**config.mk**
```make
export PLATFORM = sky130hd
export DESIGN_NAME = tlul_host_driver
export DESIGN_NICKNAME = d
export VERILOG_FILES = /design/src/rtl/tlul_host_driver.sv
export SDC_FILE = /design/constraint.sdc
export NUM_CORES = 1
export LEC_CHECK = 0
export ABC_CLOCK_PERIOD_IN_PS = 2500
export BUFFER_PORTS_ARGS = -buffer_cell sky130_fd_sc_hd__clkbuf_2
export CAP_MARGIN = 0
export CORE_UTILIZATION = 26
export CTS_BUF_LIST = sky130_fd_sc_hd__clkbuf_16
export CTS_CLUSTER_SIZE = 8
export DETAILED_ROUTE_END_ITERATION = 6
export PLACE_DENSITY_LB_ADDON = 0.12
export SKIP_CTS_REPAIR_TIMING = 1
export SLEW_MARGIN = 20
export SYNTH_ARGS = -nofsm -noshare
export SYNTH_HDL_FRONTEND = slang
export SYNTH_SLANG_ARGS = --single-unit
export TNS_END_PERCENT = 50
```
**constraint.sdc**
```tcl
create_clock -name clk -period 2.5 [get_ports clk]
set_input_delay 0.125 -clock clk [delete_from_list [all_inputs] [get_ports clk]]
set_output_delay 0.125 -clock clk [all_outputs]
set_load 0.02 [all_outputs]
```
**src/rtl/tlul_host_driver.sv**
```systemverilog
// TL-UL single-outstanding initiator: local command port -> A-channel Get/PutFullData beat,
// matching D-channel ack -> local response port, with source tagging, checking and a D timeout.
module tlul_host_driver #(
  parameter int TL_ADDR_WIDTH   = 64,
  parameter int TL_DATA_WIDTH   = 64,
  parameter int TL_SOURCE_WIDTH = 3,
  parameter int TL_SINK_WIDTH   = 3,
  parameter int TL_SIZE_WIDTH   = 8,
  parameter int TIMEOUT_CYCLES  = 1024
) (
  input  logic                         clk,
  input  logic                         rst_n,
  // local command port
  input  logic                         cmd_valid,
  output logic                         cmd_ready,
  input  logic                         cmd_write,
  input  logic [TL_ADDR_WIDTH-1:0]     cmd_addr,
  input  logic [TL_DATA_WIDTH-1:0]     cmd_wdata,
  input  logic [TL_DATA_WIDTH/8-1:0]   cmd_mask,
  input  logic [TL_SIZE_WIDTH-1:0]     cmd_size,
  // local response port
  output logic                         rsp_valid,
  input  logic                         rsp_ready,
  output logic [TL_DATA_WIDTH-1:0]     rsp_rdata,
  output logic                         rsp_error,
  output logic                         rsp_timeout,
  // TL-UL A channel
  output logic                         a_valid,
  output logic [2:0]                   a_opcode,
  output logic [2:0]                   a_param,
  output logic [TL_ADDR_WIDTH-1:0]     a_address,
  output logic [TL_SIZE_WIDTH-1:0]     a_size,
  output logic [TL_DATA_WIDTH/8-1:0]   a_mask,
  output logic [TL_DATA_WIDTH-1:0]     a_data,
  output logic [TL_SOURCE_WIDTH-1:0]   a_source,
  input  logic                         a_ready,
  // TL-UL D channel
  input  logic                         d_valid,
  input  logic [2:0]                   d_opcode,
  input  logic [2:0]                   d_param,
  input  logic [TL_SIZE_WIDTH-1:0]     d_size,
  input  logic [TL_SINK_WIDTH-1:0]     d_sink,
  input  logic [TL_SOURCE_WIDTH-1:0]   d_source,
  input  logic [TL_DATA_WIDTH-1:0]     d_data,
  input  logic                         d_error,
  output logic                         d_ready
);

  localparam logic [2:0] OP_PUT_FULL        = 3'd0;
  localparam logic [2:0] OP_GET             = 3'd4;
  localparam logic [2:0] OP_ACCESS_ACK      = 3'd0;
  localparam logic [2:0] OP_ACCESS_ACK_DATA = 3'd1;

  localparam int              CNT_W    = $clog2(TIMEOUT_CYCLES);
  localparam logic [CNT_W-1:0] CNT_LAST = CNT_W'(TIMEOUT_CYCLES - 2);

  typedef enum logic [1:0] {S_IDLE, S_REQ, S_WAIT_RSP, S_RSP} state_t;

  state_t                       r_state;
  logic                         r_write;
  logic [CNT_W-1:0]             r_cnt;
  logic [TL_SOURCE_WIDTH-1:0]   r_src_id;
  logic                         r_cmd_ready;
  logic                         r_a_valid;
  logic [2:0]                   r_a_opcode;
  logic [TL_ADDR_WIDTH-1:0]     r_a_address;
  logic [TL_SIZE_WIDTH-1:0]     r_a_size;
  logic [TL_DATA_WIDTH/8-1:0]   r_a_mask;
  logic [TL_DATA_WIDTH-1:0]     r_a_data;
  logic                         r_d_ready;
  logic                         r_rsp_valid;
  logic [TL_DATA_WIDTH-1:0]     r_rsp_rdata;
  logic                         r_rsp_error;
  logic                         r_rsp_timeout;

  logic [2:0] w_exp_d_opcode;
  logic       w_d_bad;
  logic       w_unused;

  // A write expects AccessAck, a read AccessAckData; anything else is flagged as an error.
  assign w_exp_d_opcode = r_write ? OP_ACCESS_ACK : OP_ACCESS_ACK_DATA;
  assign w_d_bad        = d_error || (d_source != r_src_id) || (d_opcode != w_exp_d_opcode);
  assign w_unused       = ^{d_param, d_size, d_sink};

  always_ff @(posedge clk) begin
    // NOTE: every state register uses <= so all updates in this block see pre-edge values.
    if (!rst_n) begin
      r_state       <= S_IDLE;
      r_write       <= 1'b0;
      r_cnt         <= '0;
      r_src_id      <= '0;
      r_cmd_ready   <= 1'b0;
      r_a_valid     <= 1'b0;
      r_a_opcode    <= '0;
      r_a_address   <= '0;
      r_a_size      <= '0;
      r_a_mask      <= '0;
      r_a_data      <= '0;
      r_d_ready     <= 1'b0;
      r_rsp_valid   <= 1'b0;
      r_rsp_rdata   <= '0;
      r_rsp_error   <= 1'b0;
      r_rsp_timeout <= 1'b0;
    end else begin
      case (r_state)
        S_IDLE: begin
          r_cmd_ready <= 1'b1;
          if (cmd_valid && r_cmd_ready) begin
            r_cmd_ready <= 1'b0;
            r_write     <= cmd_write;
            r_a_valid   <= 1'b1;
            r_a_opcode  <= cmd_write ? OP_PUT_FULL : OP_GET;
            r_a_address <= cmd_addr;
            r_a_size    <= cmd_size;
            r_a_mask    <= cmd_mask;
            r_a_data    <= cmd_write ? cmd_wdata : '0;
            r_state     <= S_REQ;
          end
        end
        S_REQ: begin
          if (a_ready) begin
            r_a_valid <= 1'b0;
            r_d_ready <= 1'b1;
            r_cnt     <= '0;
            r_state   <= S_WAIT_RSP;
          end
        end
        S_WAIT_RSP: begin
          r_cnt <= r_cnt + 1'b1;
          // A beat landing on the timeout cycle still wins over the timeout.
          if (d_valid) begin
            r_d_ready     <= 1'b0;
            r_rsp_valid   <= 1'b1;
            r_rsp_rdata   <= r_write ? '0 : d_data;
            r_rsp_error   <= w_d_bad;
            r_rsp_timeout <= 1'b0;
            r_state       <= S_RSP;
          end else if (r_cnt == CNT_LAST) begin
            r_d_ready     <= 1'b0;
            r_rsp_valid   <= 1'b1;
            r_rsp_rdata   <= '0;
            r_rsp_error   <= 1'b1;
            r_rsp_timeout <= 1'b1;
            r_state       <= S_RSP;
          end
        end
        S_RSP: begin
          if (rsp_ready) begin
            r_rsp_valid <= 1'b0;
            r_cmd_ready <= 1'b1;
            r_src_id    <= r_src_id + 1'b1;
            r_state     <= S_IDLE;
          end
        end
        default: r_state <= S_IDLE;
      endcase
    end
  end

  assign cmd_ready   = r_cmd_ready;
  assign a_valid     = r_a_valid;
  assign a_opcode    = r_a_opcode;
  assign a_param     = 3'd0;
  assign a_address   = r_a_address;
  assign a_size      = r_a_size;
  assign a_mask      = r_a_mask;
  assign a_data      = r_a_data;
  assign a_source    = r_src_id;
  assign d_ready     = r_d_ready;
  assign rsp_valid   = r_rsp_valid;
  assign rsp_rdata   = r_rsp_rdata;
  assign rsp_error   = r_rsp_error;
  assign rsp_timeout = r_rsp_timeout;

endmodule

```
==> results list <==
- The floorplan step defined a die boundary enclosing about 33000 µm².
- For this design the top-level I/O count stands at between 400 and 500.
* Number of synthesized flops with an enable pin: 0
- Count of nets left with antenna violations after detail routing: 0
- The number of antenna violations at the first check in global routing came to 0.
* Area share of xor/xnor cells in the synthesized design: approximately 1.0%
- Placed Instance Area: 11200 µm²
* Quantity of I/O buffers inserted on ports: roughly 440
* Std-Cell Core Area: between 30000 and 40000 µm²
- Sequential-to-total area share from yosys stat: a little over half
* Wire length of the first global-routing pass: 45900 µm
- The synthesized design contains roughly 230 register bits.
- For this run, the number of Yosys warnings is 0.
- Clock transition at the registers of the reported paths: around 0.05 ns
- Setup total negative slack on the finished layout was measured at 0 ns.
- First-iteration detailed-routing DRC count: 370
- Summed over all cells, the static leakage comes to roughly 6.5 nW.
* Clock latency reported for the late side of the worst-skew pair: between 0.4 and 0.5 ns
- Maximum capacitance violations: 0
* Result of the run: finished with violations
- The floorplan has between 60 and 70 rows.
- In the final routed layout, each cell accounts on average for roughly 15 µm.
- Counting flops with an async set or reset pin after synthesis yields a share of 0%.
* Clock H-tree levels: 2
- Clock buffer depth: 3
- Counting instances in the post-synthesis netlist gives the leading cell types as 304 x sky130_fd_sc_hd__nand2_1, 231 x sky130_fd_sc_hd__dfxtp_1, 200 x sky130_fd_sc_hd__nand3_1.
- For the final database, setup skew stands at roughly 0.012 ns.
- The worst pin sits at a relative slew slack of a little under half.
- Final hold violations: 1
* Count of unique library cells instantiated by Yosys: 40
- Min-Delay Path Class: primary input to flop
* Post-route core utilization: 44.9%
- Detailed placement finished with a half-perimeter wire length of approximately 21000 µm.
* Adder-cell area share of the yosys netlist: under 10%
- The via count of the first global-routing pass came to 8198.
- Layout Cells excl Fill: 2123
- The worst path in the final design needs a cycle of just over 2 ns, including I/O delays and setup.
* Most instantiated flip-flop cell in the synthesis netlist: sky130_fd_sc_hd__dfxtp_1
- Post-route setup slack: approximately 0.47 ns
* Post-route worst hold slack: -0.0124 ns
- Worst Setup Path Type: flop to flop
- For this run the aggregate overflow at the end of global routing stands at 0.
- Summing over every cut layer, the via total after detailed routing is roughly 9500.
* Pin slew with the least headroom to its limit: about 0.81 ns
* Violations in the final reports: negative hold slack
* Total non-filler cell area in the finished layout: around 14000 µm²
- Ranked by total cell area, the synthesized netlist is headed by sky130_fd_sc_hd__dfxtp_1 55%, sky130_fd_sc_hd__nand2_1 13%, sky130_fd_sc_hd__nand3_1 12%.
* Total track usage: 17.4%
* Post-Synthesis Cell Area: roughly 8500 µm²
- Of all cell types, the one taking the most synthesized area is sky130_fd_sc_hd__dfxtp_1.
- Fraction of final layout cells with drive strength greater than 1: 30.1%
- Summing internal, switching and leakage power gives around 12 mW.
- The number of placed instances, taps included, is 1873.
- Final Setup Violations: 0
* Count leader, synth: sky130_fd_sc_hd__nand2_1
* Number of pins exceeding their max-slew limit in the final report: 0
- Routability congestion estimate: roughly 0.75
* Area growth from synthesis to layout: 68.4%
* Clock tree from TritonCTS: done
- In this run the mean area of a mapped cell was 7.99 µm².
- After layout, the worst path uses between 80% and 90% of the clock period.
- DP Worst Slack: between 0.4 and 0.5 ns
- Net count of the finished layout: ~1900
* Die extent in y: 183 µm
* Post-detailed-route DRC marker count: 0
- Crit path max fanout: 5
- The clock net in this run drives a total of approximately 230 sinks.
* Number of antenna diodes: 0
* First-pass iteration count of the detailed router: 5
* Unrepaired setup endpoints after global routing: false
- Combinational family with the most area after synthesis: simple AND/OR/NAND/NOR gates
* Total CTS buffers: 35
- Simple logic cell fraction of the synthesized area: ~28%
- Routed Wire Length: around 32000 µm
- STA puts the critical path data required time at between 2 and 3 ns.
* Via-to-Cell Ratio: between 4 and 5
- Based on the critical path, the design can be clocked at up to approximately 490 MHz.
* Maximum number of pins on one net before global-route repair: between 70 and 80
* Maximum VDD drop: between 300 and 400 µV
* Die Wd: 183 µm
* Effective utilization at floorplan: roughly a quarter
* Yosys top cell area share: a little over half
* Startpoint kind of the worst setup timing path: flop
* Root buffer cell: sky130_fd_sc_hd__clkbuf_16
- Synthesized-area fraction occupied by ao, oa, aoi and oai cells: 10.6%
- Power spread over the standard cell area amounts to between 800 and 900 nW/µm².
- Data arrives at the worst endpoint at about 2.5 ns.
- Number of instances in the synthesized netlist: about 1100
- The worst setup path is captured at a flop.
- Measured against the total synthesized area, the mux share comes to less than 1%.
[sequential cells by signal (all words and copies together) (netlist names), 2 cells and up]
| register | cells |
|---|---|
| a_mask | 8 |
| r_state | 2 |
| rsp_rdata | 64 |
| a_data | 64 |
| a_size | 8 |
| a_source | 3 |
| a_address | 64 |
| r_cnt | 10 |
[power breakdown]
group	leakage [nW]	internal, mW	switching (mW)	total, mW
logic	4.12	1.11	1.86	2.96
registers	1.87	4.08	0.220	4.30
clock network	0.479	2.69	1.58	4.27
total	6.47	7.87	3.66	11.5
[critical path, cell delays in order (launching register included)]
cell and delay [ns]:
sky130_fd_sc_hd__dfxtp_1 0.38, sky130_fd_sc_hd__inv_1 0.10, sky130_fd_sc_hd__ha_1 0.25, sky130_fd_sc_hd__mux2i_1 0.17
sky130_fd_sc_hd__or4b_4 0.57, sky130_fd_sc_hd__or3_1 0.36, sky130_fd_sc_hd__a21oi_1 0.14
[cells in the final DEF, fill, tap and decap left out, types with 2 or more instances in the layout]
master                            n
sky130_fd_sc_hd__nor2_1          11
sky130_fd_sc_hd__clkbuf_16       37
sky130_fd_sc_hd__nor3_1           4
sky130_fd_sc_hd__buf_4           11
sky130_fd_sc_hd__nand3_1        199
sky130_fd_sc_hd__xor2_1           5
sky130_fd_sc_hd__a31oi_1          2
sky130_fd_sc_hd__nand2_1        304
sky130_fd_sc_hd__clkinv_1         2
sky130_fd_sc_hd__ha_1             8
sky130_fd_sc_hd__dlygate4sd3_1  209
sky130_fd_sc_hd__nor2b_1          3
sky130_fd_sc_hd__clkbuf_2       439
sky130_fd_sc_hd__a21oi_1        155
sky130_fd_sc_hd__xnor2_1          5
sky130_fd_sc_hd__dfxtp_1        231
sky130_fd_sc_hd__o21ai_0          7
sky130_fd_sc_hd__buf_12          11
sky130_fd_sc_hd__conb_1           5
sky130_fd_sc_hd__nor3b_1          2
sky130_fd_sc_hd__and2_1           4
sky130_fd_sc_hd__nor2_4           2
sky130_fd_sc_hd__mux2i_1          2
sky130_fd_sc_hd__or3_1            4
sky130_fd_sc_hd__inv_1            6
[layer usage]
| metal | track usage [%] | vias to the layer above | wire [µm] |
|---|---|---|---|
| met3 | 5.67 | 36 | 2600 |
| met1 | 20.3 | 4306 | 12700 |
| met5 | 0 | - | 0 |
| met2 | 30.2 | 355 | 15900 |
| met4 | 4.81 | 0 | 520 |
| li1 | - | 4771 | - |
[worst paths after layout]
check | from | endpoint | slack, ns | cells past startpoint
worst max register to register | r_state[1] | r_cnt[9] | 0.47 | 6
worst max-delay path | r_state[1] | r_cnt[9] | 0.47 | 6
worst min-delay path | a_ready | d_ready | -0.01 | 3
worst min register to register | rsp_rdata[51] | rsp_rdata[51] | 0.45 | 2
[cell families (layout without fill, tap and decap cells)]
group	Yosys count	count (layout)
simple gates	542	542
xor+xnor	10	10
compound gates	173	173
fa+ha+maj	8	8
other cells	1	5
mux	2	2
flops	231	231
buf+inv	95	717
[cell type report]
class | instances | area [µm²]
Tap cell | 435 | 544
Fill cell | 3199 | 17500
Clock buffer | 37 | 926
Multi-Input combinational cell | 740 | 3530
Sequential cell | 231 | 4620
Timing Repair Buffer | 670 | 4590
Clock inverter | 4 | 41.3
Inverter | 6 | 25.0
(Power assumes the default switching activity.)
